## src/rtl/subword_store_unit.sv

```systemverilog
// Store-side data path for sb/sh/sw: narrows the rt value to the store width,
// merges it into the addressed lanes of the memory word, and writes it back.
module subword_store_unit #(
   parameter int ADDR_W = 32
) (
   input  logic              clk,
   input  logic              rst_n,
   input  logic              req_valid,
   output logic              req_ready,
   input  logic [ADDR_W-1:0] req_addr,
   input  logic [31:0]       req_data,
   input  logic [1:0]        req_size,
   output logic [ADDR_W-1:0] mem_addr,
   output logic              mem_rd_en,
   input  logic [31:0]       mem_rdata,
   output logic              mem_wr_en,
   output logic [31:0]       mem_wdata,
   output logic              done,
   output logic              misalign
);

   localparam logic [2:0] S_IDLE  = 3'd0;
   localparam logic [2:0] S_READ  = 3'd1;
   localparam logic [2:0] S_MERGE = 3'd2;
   localparam logic [2:0] S_WRITE = 3'd3;
   localparam logic [2:0] S_ERR   = 3'd4;

   localparam logic [1:0] SZ_BYTE = 2'b00;
   localparam logic [1:0] SZ_HALF = 2'b01;
   localparam logic [1:0] SZ_WORD = 2'b10;

   logic [2:0]        state;
   logic [2:0]        next_state;
   logic [ADDR_W-1:0] addr_q;
   logic [15:0]       data_lo;
   logic [1:0]        size_q;
   logic [31:0]       wdata_q;
   logic [31:0]       merged;
   logic              bad_req;
   logic              accept;

   assign accept = (state == S_IDLE) && req_valid;

   always_comb begin
      bad_req = 1'b0;
      case (req_size)
         SZ_BYTE: bad_req = 1'b0;
         SZ_HALF: bad_req = req_addr[0];
         SZ_WORD: bad_req = (req_addr[1:0] != 2'b00);
         default: bad_req = 1'b1;
      endcase
   end

   always_comb begin
      next_state = state;
      case (state)
         S_IDLE: begin
            if (req_valid) begin
               if (bad_req)
                  next_state = S_ERR;
               else if (req_size == SZ_WORD)
                  next_state = S_WRITE;
               else
                  next_state = S_READ;
            end
         end
         S_READ:  next_state = S_MERGE;
         S_MERGE: next_state = S_WRITE;
         S_WRITE: next_state = S_IDLE;
         S_ERR:   next_state = S_IDLE;
         default: next_state = S_IDLE;
      endcase
   end

   // Only the addressed lane(s) take the new data; the rest come from memory.
   always_comb begin
      merged = mem_rdata;
      if (size_q == SZ_BYTE) begin
         case (addr_q[1:0])
            2'd0:    merged[7:0]   = data_lo[7:0];
            2'd1:    merged[15:8]  = data_lo[7:0];
            2'd2:    merged[23:16] = data_lo[7:0];
            default: merged[31:24] = data_lo[7:0];
         endcase
      end else begin
         if (addr_q[1])
            merged[31:16] = data_lo;
         else
            merged[15:0]  = data_lo;
      end
   end

   always_ff @(posedge clk or negedge rst_n) begin
      if (!rst_n)
         state <= S_IDLE;
      else
         state <= next_state;
   end

   always_ff @(posedge clk or negedge rst_n) begin
      if (!rst_n) begin
         addr_q  <= '0;
         data_lo <= '0;
         size_q  <= '0;
         wdata_q <= '0;
      end else if (accept) begin
         addr_q  <= req_addr;
         data_lo <= req_data[15:0];
         size_q  <= req_size;
         if (req_size == SZ_WORD)
            wdata_q <= req_data;
      end else if (state == S_MERGE) begin
         wdata_q <= merged;
      end
   end

   assign req_ready = (state == S_IDLE);
   assign mem_rd_en = (state == S_READ);
   assign mem_wr_en = (state == S_WRITE);
   assign done      = (state == S_WRITE) || (state == S_ERR);
   assign misalign  = (state == S_ERR);
   assign mem_addr  = {addr_q[ADDR_W-1:2], 2'b00};
   assign mem_wdata = wdata_q;

endmodule

```

## config.mk

```make
export PLATFORM = sky130hd
export DESIGN_NAME = subword_store_unit
export DESIGN_NICKNAME = d
export VERILOG_FILES = /design/src/rtl/subword_store_unit.sv
export SDC_FILE = /design/constraint.sdc
export NUM_CORES = 1
export LEC_CHECK = 0
export CAP_MARGIN = 25
export CORE_ASPECT_RATIO = 1.75
export CORE_MARGIN = 3
export CORE_UTILIZATION = 42
export CTS_BUF_LIST = sky130_fd_sc_hd__clkbuf_4
export DETAILED_ROUTE_END_ITERATION = 10
export GPL_TIMING_DRIVEN = 0
export HOLD_SLACK_MARGIN = 0.02
export PLACE_DENSITY_LB_ADDON = 0.1
export SKIP_LAST_GASP = 1
export SLEW_MARGIN = 30
export SYNTH_ARGS = -nofsm -noshare
export SYNTH_HDL_FRONTEND = slang
export SYNTH_SLANG_ARGS = --single-unit
```

## constraint.sdc

```tcl
create_clock -name clk -period 1.6 [get_ports clk]
set_input_delay 0.32 -clock clk [delete_from_list [all_inputs] [get_ports clk]]
set_output_delay 0.32 -clock clk [all_outputs]
set_load 0.005 [all_outputs]
```

==> metrics.md <==
| Metric | Value |
|---|---|
| Syn avg cell area | `approximately 9 um2` |
| H-tree level count | `3` |
| Placed cell areas | `6460 um2` |
| Vias/cell | `about 5.3` |
| Filler cells | `804` |
| CP Cell Sequence | `buf_6, buf_6, buf_12, nor3_4, buf_2` |
| Worst path max stage delay | `between 0.4 and 0.5 ns` |
| CTS tree | `yes` |
| Post-Place Cells | `approximately 820` |
| Part of the power in combinational logic | `63.7%` |
| Worst-skew pair later-pin latency | `between 0.4 and 0.5 ns` |
| WP data required | `about 1.3 ns` |
| Clk root buf | `clkbuf_4` |
| Post-synthesis cell type count | `32` |
| Final cell count without fillers | `between 800 and 900` |
| Largest net degree at the start of global routing | `48` |
| Count leader, synth | `nand2_1` |
| Final Hold Vio Count | `0` |
| Antenna-violating nets left | `0` |
| Pint | `between 8 and 9 mW` |
| CTS max path bufs | `2` |
| First-pass GRT wire length | `24600 um` |
| Clk pin slew, worst setup/hold paths | `roughly 0.14 ns` |
| Final #Nets | `around 850` |
| Post-synth top area cell | `dfrtp_1` |
| Post-DP HPWL | `between 10000 and 15000 um` |
| Number of global-route vias before repair | `slightly below 5k` |
| Number of synthesized register bits | `85` |
| Worst EP arrival | `roughly 1.5 ns` |
| Crit end category | `output pin` |
| Post-synth EDFFs | `0` |
| Net Sw Power | `about 5.7 mW` |
| Area of the multi-input gates | `roughly 2300 um2` |
| CP Class | `flop to output pin` |
| RD Place Congestion | `about 0.87` |
| Worst Setup Slack, final | `-0.231 ns` |
| Maximum Capacitance Violations | `0` |
| CP max FO | `4` |
| Seq/Total Area, Yosys | `a little under half` |
| Final Skew | `~0.020 ns` |
| Post-synth top flop | `dfrtp_1` |
| Final WL | `16400 um` |
| Die H | `~140 um` |
| Fin. max-slew vios | `0` |
| Mapped Cells | `around 520` |
| Failing checks | `negative setup slack` |
| Die ar. | `12300 um2` |
| Critical path buffers and inverters | `4` |
| Clk sinks | `85` |
| Initial antenna violation count | `1` |
| DRT Pass-1 Iters | `4` |
| Worst hold-check path type | `primary input to async pin` |
| Synthesized area | `roughly 4600 um2` |
| CP dominant cell by count | `buf_6` |
| Routed len/inst | `around 19 um` |
| Reg-to-reg startpoint | `state[1]` |
| Part of the cycle the worst path needs | `114%` |
| Worst Setup SP | `state[1]` |
| Starting density of the core | `around 44%` |
| Seq pwr share | `between 20% and 30%` |
| Post-synth top cells | `nand2_1, dfrtp_1, buf_4` |
| Synthesis-to-layout area growth | `65.1%` |
| Leak Pwr | `~3.7 nW` |
| 1st-iter DRT viols | `around 250` |
| Total track usage | `approximately a quarter` |
| Buffers on Ports | `between 150 and 200` |
| Area of the core | `approximately 10000 um2` |
| Clock power frac | `7.9%` |
| RSZ-0062 raised after global routing | `yes` |
| R2r setup slk | `-0.21 ns` |
| Slowest CP cell | `dfrtp_1` |
| Max Clk Rate | `about 550 MHz` |
| Vias | `approximately 4.7k` |
| Yosys warns | `0` |
| Maximum vdd ir drop | `between 1 and 1.5 mV` |
| Total power | `14.1 mW` |
| Critical Path Source Type | `flop` |
| Status | `finished, violations left` |
| Layout cells sized above 1 | `roughly 29%` |
| Grt total ovfl | `0` |
| Tmin final | `1.83 ns` |
| # DRC | `0` |
| Register area | `approximately 2100 um2` |
| CP delay by family, top | `buffers and inverters` |
| Top-Level Pins | `170` |
| Row Count | `49` |
| Final instance area | `about 7600 um2` |
| Top cells by area, synth | `dfrtp_1, nand2_1, buf_4` |
| Synth async-reset ratio | `100%` |
| Die X | `about 85 um` |
| Synth top area share | `between 40% and 50%` |
| Final Setup Violations | `83` |
| Power Density | `1850 nW/um2` |
| Sw Share | `between 40% and 50%` |
| Num CTS Buffers | `9` |
==> final cells by class <==
type / instances / area share [%]
clock buffers: 12 / 1.19
repair buffers: 220 / 30.4
multi-input cells: 360 / 30.4
clock inverters: 4 / 0.330
diodes: 1 / 0.0330
plain buffers: 65 / 7.03
well taps: 127 / 2.10
flip-flops and latches: 85 / 28.1
inverters: 9 / 0.478
==> placed cells by master, fill, tap and decap left out, drive strengths merged, types with 2 or more instances in the layout <==
| master | synthesis | final |
|---|---|---|
| buf | 55 | 108 |
| mux2i | 24 | 24 |
| nand2 | 169 | 169 |
| a31o | 8 | 8 |
| clkbuf | 15 | 26 |
| nand2b | 2 | 2 |
| clkinvlp | 0 | 2 |
| a31oi | 16 | 16 |
| nor3 | 2 | 2 |
| o22a | 8 | 8 |
| clkinv | 0 | 2 |
| a21o | 2 | 2 |
| nor2 | 20 | 20 |
| nor2b | 24 | 24 |
| dlygate4sd2 | 0 | 39 |
| a211oi | 33 | 33 |
| a21oi | 10 | 10 |
| inv | 9 | 9 |
| conb | 1 | 2 |
| o21ai | 8 | 8 |
| a211o | 16 | 16 |
| o22ai | 8 | 8 |
| clkdlybuf4s50 | 0 | 98 |
| nor3b | 2 | 2 |
| dfrtp | 85 | 85 |
| clkdlybuf4s15 | 0 | 24 |
==> registers in the layout, summed over array words and instances (netlist names) <==
signal / flops
mem_wdata: 32
state: 3
size_q: 2
addr_q: 32
data_lo: 16
==> power by group through the flow <==
| stage | Clock [mW] | Sequential, mW | Combinational, mW |
|---|---|---|---|
| after global routing | 1.23 | 4.10 | 9.69 |
| final | 1.12 | 3.98 | 8.95 |
| after floorplan | 0 | 3.78 | 4.36 |
| after detailed placement | 0 | 4.00 | 7.38 |
| after global placement | 0 | 3.95 | 7.19 |
| after CTS | 1.14 | 3.93 | 8.24 |
==> cell families (layout without fill, tap and decap cells) <==
group	Yosys count	in the layout	synth area share [%]
multiplexers	24	24	5.23
other	1	3	0.0816
AND/OR/NAND/NOR	224	224	20.7
buffers and inverters	79	310	10.2
AO/OA/AOI/OAI	110	110	17.5
flip-flops	85	85	46.3
==> worst reg2reg max path: stages (launching register included) <==
cell	delay, ns
dfrtp_1	0.42
buf_6	0.14
buf_6	0.13
nor4b_4	0.25
buf_4	0.18
buf_12	0.14
buf_8	0.13
buf_12	0.14
nand2_4	0.06
a31oi_2	0.16
==> final timing paths <==
| kind | depth (start not counted) | endpoint |
|---|---|---|
| min | 2 | addr_q[20] |
| max in group asynchronous | 3 | data_lo[11] |
| max reg2reg | 9 | mem_wdata[9] |
| min in group clk | 3 | addr_q[19] |
| max | 5 | req_ready |
| min reg2reg | 2 | addr_q[20] |
==> metal layers <==
layer,track usage [%],part of all wire [%],routed length (um),vias up
li1,-,-,-,2196
met5,0,0,0,-
met4,12.2,3.7,602,0
met2,47.6,55,9000,191
met1,27.4,36,5820,2285
met3,5.70,5.9,959,45
==> per-stage QoR <==
stage	hold slack, ns	util, %	TNS [ns]	worst slack [ns]
2_1_floorplan	0.0244	-	0	0.0476
3_3_place_gp	0.459	61.3	-279.72	-2.84
3_5_place_dp	0.253	61.6	-42.00	-0.832
4_1_cts	0.317	68.8	-7.34	-0.203
5_1_grt	0.339	72.3	-14.60	-0.294
6_report	0.333	72.3	-9.28	-0.231
==> repair_timing <==
action / 4_1_cts / 5_1_grt
resized for setup: 161 / 127
pin swaps: 12 / 61
hold buffers: 1 / 0
buffers inserted: 29 / 17
hold endpoints to repair: 38 / 0
setup endpoints to repair: 149 / 112
gates cloned: 7 / 1
Power figures use the tool's default switching activity.
